**src/rtl/id_ex_stage.sv**
```systemverilog
// ID/EX pipeline register with load-use hazard detection, external stall and flush.
// Define IDEX_BUBBLE_CNT_EN to add a saturating 32-bit count of hazard bubbles (bubble_cnt).
module id_ex_stage #(
  parameter int unsigned DW     = 64,
  parameter int unsigned AW     = 5,
  parameter int unsigned CTRL_W = 8,
  parameter int unsigned ZR     = 31
) (
  input  logic              clk,
  input  logic              reset,
  input  logic              stall,
  input  logic              flush,
  input  logic [DW-1:0]     id_rd1,
  input  logic [DW-1:0]     id_rd2,
  input  logic [DW-1:0]     id_imm,
  input  logic [DW-1:0]     id_pc,
  input  logic [AW-1:0]     id_ra1,
  input  logic [AW-1:0]     id_ra2,
  input  logic [AW-1:0]     id_wa,
  input  logic              id_use_ra1,
  input  logic              id_use_ra2,
  input  logic              id_valid,
  input  logic              id_regwrite,
  input  logic              id_memread,
  input  logic [CTRL_W-1:0] id_ctrl,
  output logic [DW-1:0]     ex_rd1,
  output logic [DW-1:0]     ex_rd2,
  output logic [DW-1:0]     ex_imm,
  output logic [DW-1:0]     ex_pc,
  output logic [AW-1:0]     ex_ra1,
  output logic [AW-1:0]     ex_ra2,
  output logic [AW-1:0]     ex_wa,
  output logic              ex_valid,
  output logic              ex_regwrite,
  output logic              ex_memread,
  output logic [CTRL_W-1:0] ex_ctrl,
`ifdef IDEX_BUBBLE_CNT_EN
  output logic [31:0]       bubble_cnt,
`endif
  output logic              hazard_stall
);

  localparam logic [AW-1:0] ZrAddr = AW'(ZR);

  logic [DW-1:0]     r_rd1, r_rd2, r_imm, r_pc;
  logic [AW-1:0]     r_ra1, r_ra2, r_wa;
  logic              r_valid, r_regwrite, r_memread;
  logic [CTRL_W-1:0] r_ctrl;

  logic w_hazard;
  logic w_bubble;
  logic w_load;

  // XZR is never a real producer, so a load targeting it cannot cause a hazard.
  always_comb begin
    w_hazard = r_valid & r_memread & id_valid & (r_wa != ZrAddr) &
               ((id_use_ra1 & (id_ra1 == r_wa)) | (id_use_ra2 & (id_ra2 == r_wa)));
    w_bubble = flush | (~stall & w_hazard);
    w_load   = ~flush & ~stall & ~w_hazard;
  end

  always_ff @(posedge clk or posedge reset) begin
    if (reset) begin
      r_rd1      <= '0;
      r_rd2      <= '0;
      r_imm      <= '0;
      r_pc       <= '0;
      r_ra1      <= ZrAddr;
      r_ra2      <= ZrAddr;
      r_wa       <= ZrAddr;
      r_valid    <= 1'b0;
      r_regwrite <= 1'b0;
      r_memread  <= 1'b0;
      r_ctrl     <= '0;
    end else if (w_bubble) begin
      r_rd1      <= '0;
      r_rd2      <= '0;
      r_imm      <= '0;
      r_pc       <= '0;
      r_ra1      <= ZrAddr;
      r_ra2      <= ZrAddr;
      r_wa       <= ZrAddr;
      r_valid    <= 1'b0;
      r_regwrite <= 1'b0;
      r_memread  <= 1'b0;
      r_ctrl     <= '0;
    end else if (w_load) begin
      r_rd1      <= id_rd1;
      r_rd2      <= id_rd2;
      r_imm      <= id_imm;
      r_pc       <= id_pc;
      r_ra1      <= id_ra1;
      r_ra2      <= id_ra2;
      r_wa       <= id_wa;
      r_valid    <= id_valid;
      r_regwrite <= id_regwrite;
      r_memread  <= id_memread;
      r_ctrl     <= id_ctrl;
    end
  end

  assign ex_rd1       = r_rd1;
  assign ex_rd2       = r_rd2;
  assign ex_imm       = r_imm;
  assign ex_pc        = r_pc;
  assign ex_ra1       = r_ra1;
  assign ex_ra2       = r_ra2;
  assign ex_wa        = r_wa;
  assign ex_valid     = r_valid;
  assign ex_regwrite  = r_regwrite;
  assign ex_memread   = r_memread;
  assign ex_ctrl      = r_ctrl;
  assign hazard_stall = w_hazard;

`ifdef IDEX_BUBBLE_CNT_EN
  logic [31:0] r_bubble_cnt;

  // Only hazard bubbles count; flush bubbles are excluded.
  always_ff @(posedge clk or posedge reset) begin
    if (reset) begin
      r_bubble_cnt <= '0;
    end else if (w_hazard & ~stall & ~flush & (r_bubble_cnt != 32'hFFFF_FFFF)) begin
      r_bubble_cnt <= r_bubble_cnt + 32'd1;
    end
  end

  assign bubble_cnt = r_bubble_cnt;
`endif

endmodule

```
**config.mk**
```make
export PLATFORM = sky130hd
export DESIGN_NAME = id_ex_stage
export DESIGN_NICKNAME = d
export VERILOG_FILES = /design/src/rtl/id_ex_stage.sv
export SDC_FILE = /design/constraint.sdc
export NUM_CORES = 1
export LEC_CHECK = 0
export CORE_AREA = 4 4 218 220
export DETAILED_ROUTE_END_ITERATION = 12
export DIE_AREA = 0 0 222 224
export PLACE_DENSITY_LB_ADDON = 0.12
export RECOVER_POWER = 50
export SLEW_MARGIN = 20
export SYNTH_ARGS = -nofsm -noshare
export SYNTH_HDL_FRONTEND = slang
export SYNTH_SLANG_ARGS = --single-unit
```
**constraint.sdc**
```tcl
create_clock -name clk -period 11.81 [get_ports clk]
set_clock_uncertainty 0.2 [all_clocks]
set_input_delay 2.9525 -clock clk [delete_from_list [all_inputs] [get_ports clk]]
set_output_delay 2.9525 -clock clk [all_outputs]
set_load 0.01 [all_outputs]
```
# Word level (Yosys, flattened, before mapping)
# Index checks and enable logic that the tools add are counted.
# word_totals
reg_bits	282
out_inout_bits	283
wordCells	51
# op_classes
eq_ne	3
n_mux	22
n_bitwise	14
n_reduce_logical	1
# op_table
op	count
64-bit 2-to-1 mux	8
5-bit 2-to-1 mux	6
8-bit 2-to-1 mux	2
5-bit == test	2
1-bit bitwise AND	9
1-bit 2-to-1 mux	6
5-bit != test (second input constant)	1
1-bit NOT	3
1-bit OR	2
2-bit nonzero test	1

# Logic depth before layout (Yosys ltp)
# Gate-level depths: netlist (run 1).
# depth
word_depth	8
depth_mapped	7
ltp_nobuf	4

# Worst setup path before layout (run 1)
# OpenSTA, ideal clock, no wires.
# synth_path
path_type	input port to output port
startpoint	in id_ra1[1]
endpoint	out hazard_stall
arrival_ps	3901
t_required_ps	8658
path_slack_ps	4757
cell_stages	5
n_path_buf	1
cell_sequence	xnor2_1 > nand4_1 > o22a_1 > clkbuf_1 > nor2_1
# synth_between
elab_chain_len	4
# synth_lines
item	line	source
start, declared	17	input logic [AW-1:0] id_ra1,
5-bit == test	57	((id_use_ra1 & (id_ra1 == r_wa)) | (id_use_ra2 & (id_ra2 == r_wa)));
1-bit bitwise AND	57	
1-bit OR	57	
1-bit bitwise AND	56	w_hazard = r_valid & r_memread & id_valid & (r_wa != ZrAddr) &
end, declared	40	output logic hazard_stall
# Every way passes these cells.

# Worst setup path after layout (run 1)
# layout_path
startpoint	in id_ra2[2]
endpoint	out hazard_stall
# layout_between
elab_chain_len	4
# layout_lines
item	line	source
start, declared	18	input logic [AW-1:0] id_ra2,
5-bit == test	57	
1-bit bitwise AND	57	
1-bit OR	57	
1-bit bitwise AND	56	
# Every way passes these cells.

==> flow_metrics.tcl, run 1 <==
set metrics [dict create \
    design_area_um2 20600 \
    path_common_cell "clkdlybuf4s50_1" \
    synth.avg_cell_area_um2 9.34 \
    drc 0 \
    core-area_um2 45300 \
    synth_ff_type "dfrtp_1" \
    htreeDepth 2 \
    r2r-end "ex_rd1[11]$_DFFE_PP0P_" \
    layout_common_cells "nand2_1 (414), clkdlybuf4s50_1 (291), dlygate4sd3_1 (277)" \
    viasPerCell 5.22 \
    synth_nets 1747 \
    violations "max-capacitance violations, max-slew violations" \
    cap_viol_max_count 1 \
    cp.required_ps 8660 \
    clkSlewWorstSetupHoldPaths_ps 60 \
    cts_buffer_depth 3 \
    cellLeakagePower_nw 8.75 \
    drt_iter0_markers 1106 \
    holdBufCountCts 0 \
    synth_area_um2 13600 \
    synth_top_cell_area_share_pct 49.0 \
    path_class "primary input to primary output" \
    synth_cell_types 31 \
    insertion_delay_ps 530 \
    io_pins 571 \
    vias 13300 \
    gp_congestion 0.792 \
    clock_sinks 282 \
    r2r_setup_slack_ps 8220 \
    grt_pass1_vias 13000 \
    cts_tree "yes" \
    postCtsSetupBuffers 0 \
    numPortBuffers 570 \
    routed_wl_um 56900 \
    rsz0062_at_grt "no" \
    finalPower_w 0.00277 \
    fmax_ghz 0.118 \
    layout-drive-gt1-share_pct 5.05 \
    startpoint "id_ra2[2]" \
    final_nets 2214 \
    routedWlPerCell_um 22.3 \
    critPathCaptureType "primary output" \
    drv_slew 119 \
    crit_path_max_incr_delay_ps 570 \
    worst_pin_slew_ps 5570 \
    hold_violations 0 \
    tns_ps 0 \
    vdd_drop_max_uv 91.5 \
    arrival_ps 5340 \
    worstRegToRegCells 5 \
    initial_core_util_pct 30.1 \
    gr-total-overflow 0 \
    finalCritPeriodShare_pct 71.9 \
    grt_max_degree 170 \
    start_kind "primary input" \
    dp.final_hpwl_um 37700 \
    status "complete, but fails checks" \
    cts_buffers 36 \
    period_minus_slack_ps 8500 \
    synth_seq_cells 282 \
    antenna_found_initial 11 \
    cpMaxStageDelayCell "o22a_1" \
    root_buffer "clkbuf_16" \
    path_cells "clkdlybuf4s50_1, xnor2_1, nand4_1, o22a_1, nor2_1, clkdlybuf4s50_1" \
    setup_viol 0 \
    ys_warn_count 0 \
    first_pass_iters 5 \
    postRouteAntennaNets 0 \
    grt_pass1_wl_um 85200 \
    rows 78 \
    die_width_um 222 \
    multiInputGateArea_um2 5810 \
    grt_usage_pct 21.8 \
    hold_path.class "flop to flop" \
    slew-limit-headroom_pct -271 \
    power.density_nw_per_um2 134 \
    yosysTopAreaCell "dfrtp_1" \
    die_y_um 224 \
    fill_cells 4395 \
    timing.rr.start "ex_wa[2]$_DFFE_PP1P_" \
    synth-edff-count 0 \
    layout_commonest_cell "nand2_1" \
    synthTopCellsByArea "dfrtp_1 (49%), nand2_1 (11%), o221ai_1 (8.6%)" \
    crit_fanout 16 \
    cts_resized 0 \
    endpoint "hazard_stall" \
    syn_inst 1459 \
    dpl-instance-area_um2 19500 \
    synth_seq_area_share_pct 51.9 \
    async_flop_share_pct 100 \
    area_growth_pct 51.4 \
    final-seq-area_um2 7080 \
    die_area_um2 49700 \
]
==> cell type report <==
type                            count  area share, %
Antenna cell                        7         0.0848
Inverter                            3         0.0606
Multi-Input combinational cell   1018           28.1
Tap cell                          600           3.64
Timing Repair Buffer              585           28.5
Clock buffer                       41           4.61
Sequential cell                   282           34.3
Clock inverter                     13          0.715
==> where the power goes <==
part | internal (W) | switching, W | leakage (nW) | total (W)
Sequential | 0.00107 | 0.0000526 | 3.56 | 0.00112
Combinational | 0.000294 | 0.000296 | 4.66 | 0.000590
Clock | 0.000636 | 0.000429 | 0.537 | 0.00107
==> critical path, delay by kind of cell <==
kind	cells	cell delay (ps)
AND/OR/NAND/NOR	2	550
XOR/XNOR	1	260
AO/OA/AOI/OAI	1	570
buffers and inverters	2	1000
==> metrics by stage <==
stage	util (%)	hold slack [ps]	instances	worst slack, ps
detailed placement	43.1	282	2488	3290
global route	45.6	305	2546	3240
CTS	45.6	294	2542	3280
global placement	43.0	275	2486	3250
finish	45.6	282	2549	3310
floorplan	-	329	1459	903
==> logic make-up after synthesis <==
kind of cell | synth area share (%)
simple gates | 17.7
xor+xnor | 0.642
buf+inv | 5.78
flops | 51.9
compound gates | 24.0
==> how the worst min path moves through the flow <==
stage,slack (ps),endpoint,cells past startpoint,startpoint
3_3_place_gp,280,ex_rd1[47]$_DFFE_PP0P_,2,ex_rd1[47]$_DFFE_PP0P_
5_1_grt,300,ex_imm[17]$_DFFE_PP0P_,2,ex_imm[17]$_DFFE_PP0P_
4_1_cts,290,ex_pc[39]$_DFFE_PP0P_,2,ex_pc[39]$_DFFE_PP0P_
3_5_place_dp,280,ex_pc[39]$_DFFE_PP0P_,2,ex_pc[39]$_DFFE_PP0P_
6_report,280,ex_rd1[47]$_DFFE_PP0P_,2,ex_rd1[47]$_DFFE_PP0P_
2_1_floorplan,330,ex_ctrl[0]$_DFFE_PP0P_,2,ex_ctrl[0]$_DFFE_PP0P_
==> cell usage after synthesis, drive strengths merged, types with 15 or more instances <==
| cell | instances |
|---|---|
| dfstp | 15 |
| dfrtp | 267 |
| a21oi | 15 |
| nand2 | 414 |
| clkbuf | 109 |
| o21ai | 123 |
| o221ai | 144 |
| buf | 47 |
| a2bb2oi | 123 |
| nand3 | 144 |
==> sequential cells by signal, indices dropped and copies added, names as in the netlist <==
| register | flops |
|---|---|
| ex_imm | 64 |
| ex_ctrl | 8 |
| ex_valid | 1 |
| ex_ra1 | 5 |
| ex_pc | 64 |
| ex_wa | 5 |
| ex_regwrite | 1 |
| ex_memread | 1 |
| ex_rd1 | 64 |
| ex_rd2 | 64 |
| ex_ra2 | 5 |
==> routing by layer <==
metal | track usage, % | part of all wire [%] | wire [µm] | vias to the layer above
li1 | - | - | - | 6243
met1 | 27.1 | 40 | 22600 | 6501
met2 | 35.6 | 49 | 27700 | 487
met3 | 8.02 | 9.0 | 5120 | 70
met4 | 6.48 | 2.4 | 1370 | 8
met5 | 0 | 0.098 | 56 | -
(Power assumes the default switching activity.)
==> run 2: changes to the inputs <==
==> constraint.sdc (replaced) <==
create_clock -name clk -period 8 [get_ports clk]
set_clock_uncertainty 0.2 [all_clocks]
set_input_delay 2 -clock clk [delete_from_list [all_inputs] [get_ports clk]]
set_output_delay 2 -clock clk [all_outputs]
set_load 0.01 [all_outputs]
==> run 2 against run 1 <==
Compared with the run above: largest power group unchanged; largest cell class unchanged; die area unchanged; combinational power rose by 52%; wire length down 0.22%; the flow still finishes with violations (max-capacitance violations, max-slew violations).
==> flow_metrics.tcl, run 2 (synthesis gave the netlist of run 1 again) <==
set metrics [dict create \
    grt_usage_pct 21.7 \
    fmax_ghz 0.150 \
    fill_cells 4378 \
    dp.final_hpwl_um 37300 \
    power.density_nw_per_um2 200 \
    clock_sinks 282 \
    drt_iter0_markers 1081 \
    viasPerCell 5.20 \
    finalPower_w 0.00413 \
    routedWlPerCell_um 22.2 \
    die_y_um 224 \
    worstRegToRegCells 5 \
    postRouteAntennaNets 0 \
    crit_buf_inv 2 \
    layout_common_cells "clkdlybuf4s50_1 (440), nand2_1 (414), dfrtp_1 (267)" \
    place_inst 2487 \
    path_cells "dlygate4sd3_1, xnor2_1, nand4_1, o22a_1, nor2_1, clkdlybuf4s50_1" \
    critPathCaptureType "primary output" \
    cp.depth 6 \
    r2r-end "ex_rd2[39]$_DFFE_PP0P_" \
    r2r_setup_slack_ps 4670 \
    vdd_drop_max_uv 137 \
    layout-drive-gt1-share_pct 5.13 \
    postCtsSetupBuffers 0 \
    drv_slew 151 \
    first_pass_iters 5 \
    cp.required_ps 5800 \
    status "complete, but fails checks" \
    cts_buffers 36 \
    instances_no_fill 2553 \
    area_growth_pct 51.7 \
    drc 0 \
    multiInputGateArea_um2 5810 \
    cpMaxStageDelayCell "dlygate4sd3_1" \
    routed_wl_um 56800 \
    hold_violations 0 \
    worst_pin_slew_ps 3120 \
    cellLeakagePower_nw 8.54 \
    period_minus_slack_ps 6660 \
    startpoint "id_ra1[4]" \
    insertion_delay_ps 530 \
    tns_ps 0 \
    layout_commonest_cell "clkdlybuf4s50_1" \
    antenna_found_initial 11 \
    core-area_um2 45300 \
    timing.rr.start "ex_wa[0]$_DFFE_PP1P_" \
    numPortBuffers 570 \
    final_nets 2214 \
    vias 13300 \
    start_kind "primary input" \
    grt_max_degree 259 \
    die_area_um2 49700 \
    gp_congestion 0.800 \
    root_buffer "clkbuf_16" \
    arrival_ps 4460 \
    grt_pass1_vias 13100 \
    holdBufCountCts 0 \
    violations "max-capacitance violations, max-slew violations" \
    design_area_um2 20700 \
    dpl-instance-area_um2 19500 \
    grt_pass1_wl_um 85400 \
    rows 78 \
    cts_buffer_depth 3 \
    clkSlewWorstSetupHoldPaths_ps 50 \
    hold_slack_ps 286 \
    rsz0062_at_grt "no" \
    final-seq-area_um2 7080 \
    cap_viol_max_count 2 \
    endpoint "hazard_stall" \
    cts_tree "yes" \
    gr-total-overflow 0 \
    slew-limit-headroom_pct -108 \
    cts_resized 0 \
    finalCritPeriodShare_pct 83.2 \
    initial_core_util_pct 30.1 \
    hold_path.class "flop to flop" \
    setup_viol 0 \
    crit_path_max_incr_delay_ps 580 \
    crit_family "buffers and inverters" \
    io_pins 571 \
    htreeDepth 2 \
    die_width_um 222 \
    crit_fanout 16 \
    path_class "primary input to primary output" \
]
==> run 2: cell count changes in the layout (fill, tap and decap cells not counted), sizes merged <==
cell and delta:
clkbuf +13, diode -2, clkdlybuf4s50 +149, clkinvlp -2
bufinv -2, buf -1, dlygate4sd3 -149, clkinv -2
==> run 2: worst reg2reg max path: stages, from the launching register on <==
cell and delay (ps):
dfstp_2 650, xnor2_1 150, nand4_1 310, o22ai_4 730, buf_4 830, o221ai_1 290
==> run 2: report_power, final <==
part / leakage (nW) / switching (W) / internal (W)
clock: 0.551 / 0.000638 / 0.000941
sequential: 3.56 / 0.0000830 / 0.00157
combinational: 4.43 / 0.000436 / 0.000462
==> run 2: worst min-delay path by stage <==
stage / startpoint / end / slack [ps] / cells after the start
2_1_floorplan: ex_ctrl[0]$_DFFE_PP0P_ / ex_ctrl[0]$_DFFE_PP0P_ / 330 / 2
3_5_place_dp: ex_pc[16]$_DFFE_PP0P_ / ex_pc[16]$_DFFE_PP0P_ / 280 / 2
4_1_cts: ex_pc[16]$_DFFE_PP0P_ / ex_pc[16]$_DFFE_PP0P_ / 290 / 2
6_report: ex_pc[35]$_DFFE_PP0P_ / ex_pc[35]$_DFFE_PP0P_ / 290 / 2
5_1_grt: ex_rd1[37]$_DFFE_PP0P_ / ex_rd1[37]$_DFFE_PP0P_ / 300 / 2
3_3_place_gp: ex_pc[0]$_DFFE_PP0P_ / ex_pc[0]$_DFFE_PP0P_ / 270 / 2
==> run 2: metrics by stage <==
step	utilization, %	worst slack [ps]
2_1_floorplan	-	2080
5_1_grt	45.7	931
4_1_cts	45.6	1420
6_report	45.7	1340
3_3_place_gp	43.1	1450
3_5_place_dp	43.1	1430
==> run 2: cell type report <==
class | instances | area share (%)
inverters | 3 | 0.0605
well taps | 600 | 3.63
repair buffers | 585 | 28.5
diodes | 5 | 0.0605
flip-flops and latches | 282 | 34.2
multi-input cells | 1018 | 28.1
clock buffers | 53 | 5.11
clock inverters | 7 | 0.303
==> run 2: metal layers <==
layer / wire length, µm / GRT usage [%]
met1: 23400 / 27.3
met2: 27000 / 35.5
met3: 5030 / 8.11
met4: 1320 / 5.72
met5: 81 / 0
==> run 3: changes to the inputs <==
==> constraint.sdc (replaced) <==
create_clock -name clk -period 6.2 [get_ports clk]
set_clock_uncertainty 0.2 [all_clocks]
set_input_delay 1.55 -clock clk [delete_from_list [all_inputs] [get_ports clk]]
set_output_delay 1.55 -clock clk [all_outputs]
set_load 0.01 [all_outputs]
==> run 3 against run 2 <==
Compared with the run above: the flow still finishes with violations (max-capacitance violations, max-slew violations); worst hold slack about the same; utilization up 0.15 points; register-to-register slack lost 2100 ps; setup slack lost 620 ps; cell area is 0.34% higher; critical path depth unchanged; global-route usage increased by 0.13 points; final cell count grew 0.31%; wire length rose by 0.89%; largest cell class unchanged; highest routed layer unchanged.
==> flow_metrics.tcl, run 3 (synthesis gave the netlist of run 1 again) <==
set metrics [dict create \
    status "complete, but fails checks" \
    violations "max-capacitance violations, max-slew violations" \
    min_from "ex_ctrl[0]$_DFFE_PP0P_" \
    tns_ps 0 \
    cts_buffers 36 \
    viasPerCell 5.23 \
    rows 78 \
    crit_fanout 2 \
    htreeDepth 2 \
    dp.final_hpwl_um 37700 \
    hold_path.class "flop to flop" \
    drv_slew 193 \
    cts_resized 0 \
    drc 0 \
    die_area_um2 49700 \
    io_pins 571 \
    post-place-ws_ps 892 \
    setup_viol 0 \
    cts_tree "yes" \
    area_growth_pct 52.2 \
    start_kind "primary input" \
    cp.required_ps 4450 \
    final_nets 2218 \
    clock_sinks 282 \
    die_y_um 224 \
    slew-limit-headroom_pct -77.5 \
    grt_pass1_wl_um 85600 \
    worstRegToRegCells 6 \
    antenna_found_initial 10 \
    layout-drive-gt1-share_pct 5.31 \
    cap_viol_max_count 3 \
    root_buffer "clkbuf_16" \
    r2r_setup_slack_ps 2600 \
    period_minus_slack_ps 5480 \
    power.density_nw_per_um2 263 \
    fill_cells 4356 \
    postCtsSetupBuffers 0 \
    cts_buffer_depth 3 \
    first_pass_iters 5 \
    clkSlewWorstSetupHoldPaths_ps 60 \
    grt_max_degree 235 \
    initial_core_util_pct 30.1 \
    fin_util_pct 45.8 \
    rsz0062_at_grt "no" \
    routed_wl_um 57300 \
    timing.rr.start "ex_wa[0]$_DFFE_PP1P_" \
    worst_pin_slew_ps 2660 \
    hold_violations 0 \
    fin_ws_ps 720 \
    critPathCaptureType "primary output" \
    layout_common_cells "clkdlybuf4s50_1 (430), nand2_1 (414), dfrtp_1 (267)" \
    routedWlPerCell_um 22.4 \
    worstHoldPathCells 2 \
    die_width_um 222 \
    hold_slack_ps 287 \
    postRouteAntennaNets 0 \
    arrival_ps 3730 \
    fmax_ghz 0.182 \
    drt_iter0_markers 1038 \
    core-area_um2 45300 \
    insertion_delay_ps 540 \
    holdPathEnd "ex_ctrl[0]$_DFFE_PP0P_" \
    r2r-end "ex_imm[37]$_DFFE_PP0P_" \
    gr-total-overflow 0 \
    layout_commonest_cell "clkdlybuf4s50_1" \
    multiInputGateArea_um2 5810 \
    path_class "primary input to primary output" \
    cellLeakagePower_nw 8.60 \
    numPortBuffers 570 \
    vdd_drop_max_uv 168 \
    holdBufCountCts 0 \
    grt_usage_pct 21.8 \
    grt_pass1_vias 13200 \
    finalCritPeriodShare_pct 88.4 \
    final-seq-area_um2 7080 \
    gp_congestion 0.817 \
    vias 13400 \
]
[run 3: changes by cell type in the layout (fill, tap and decap cells not counted), moves of 2 or more]
cell,delta
bufinv_16,+2
dlygate4sd3_1,+10
clkinv_2,-2
buf_4,+3
clkbuf_1,+5
inv_6,+2
clkdlybuf4s50_1,-10
[run 3: cell type report]
| cell class | count | share of cell area [%] |
|---|---|---|
| Tap cell | 600 | 3.62 |
| Clock buffer | 57 | 5.21 |
| Antenna cell | 4 | 0.0482 |
| Clock inverter | 8 | 0.591 |
| Sequential cell | 282 | 34.1 |
| Multi-Input combinational cell | 1018 | 28.0 |
| Inverter | 3 | 0.0603 |
| Timing Repair Buffer | 589 | 28.4 |
[run 3: worst max path at each step]
stage	start	end	slack (ps)	depth (start not counted)
after floorplan	reset	ex_ctrl[0]$_DFFE_PP0P_	730	1
after global placement	id_ra1[4]	hazard_stall	870	6
final	id_ra1[4]	hazard_stall	720	6
after CTS	id_ra1[4]	hazard_stall	870	6
after detailed placement	id_ra1[4]	hazard_stall	890	6
after global routing	reset	ex_pc[3]$_DFFE_PP0P_	670	3
[run 3: worst max-delay path: stages]
cell and delay (ps):
dlygate4sd3_1 580, xnor2_1 380, nand4_1 260, o22a_1 290, nor2_1 120, clkdlybuf4s50_1 550
[run 3: per-stage QoR]
step / cells / cell area, µm² / total power [W]
after global routing: 2561 / 20700 / 0.00572
after CTS: 2556 / 20800 / 0.00559
after floorplan: 1459 / 13600 / 0.00263
after global placement: 2491 / 19600 / 0.00336
final: 2561 / 20700 / 0.00546
after detailed placement: 2491 / 19600 / 0.00338
[run 3: power breakdown]
part           total (W)  internal [W]  leakage, nW  switching (W)
registers        0.00214       0.00203         3.56       0.000107
logic            0.00115      0.000592         4.45       0.000562
clock network    0.00217       0.00132        0.591       0.000848
total            0.00546       0.00394         8.60        0.00152
[run 3: routing by layer]
| layer | vias up | routed length [µm] | GRT usage (%) |
|---|---|---|---|
| met5 | - | 64 | 0 |
| met4 | 10 | 1520 | 7.06 |
| met3 | 84 | 4780 | 7.39 |
| met2 | 507 | 27600 | 35.6 |
| met1 | 6527 | 23400 | 27.5 |
| li1 | 6261 | - | - |
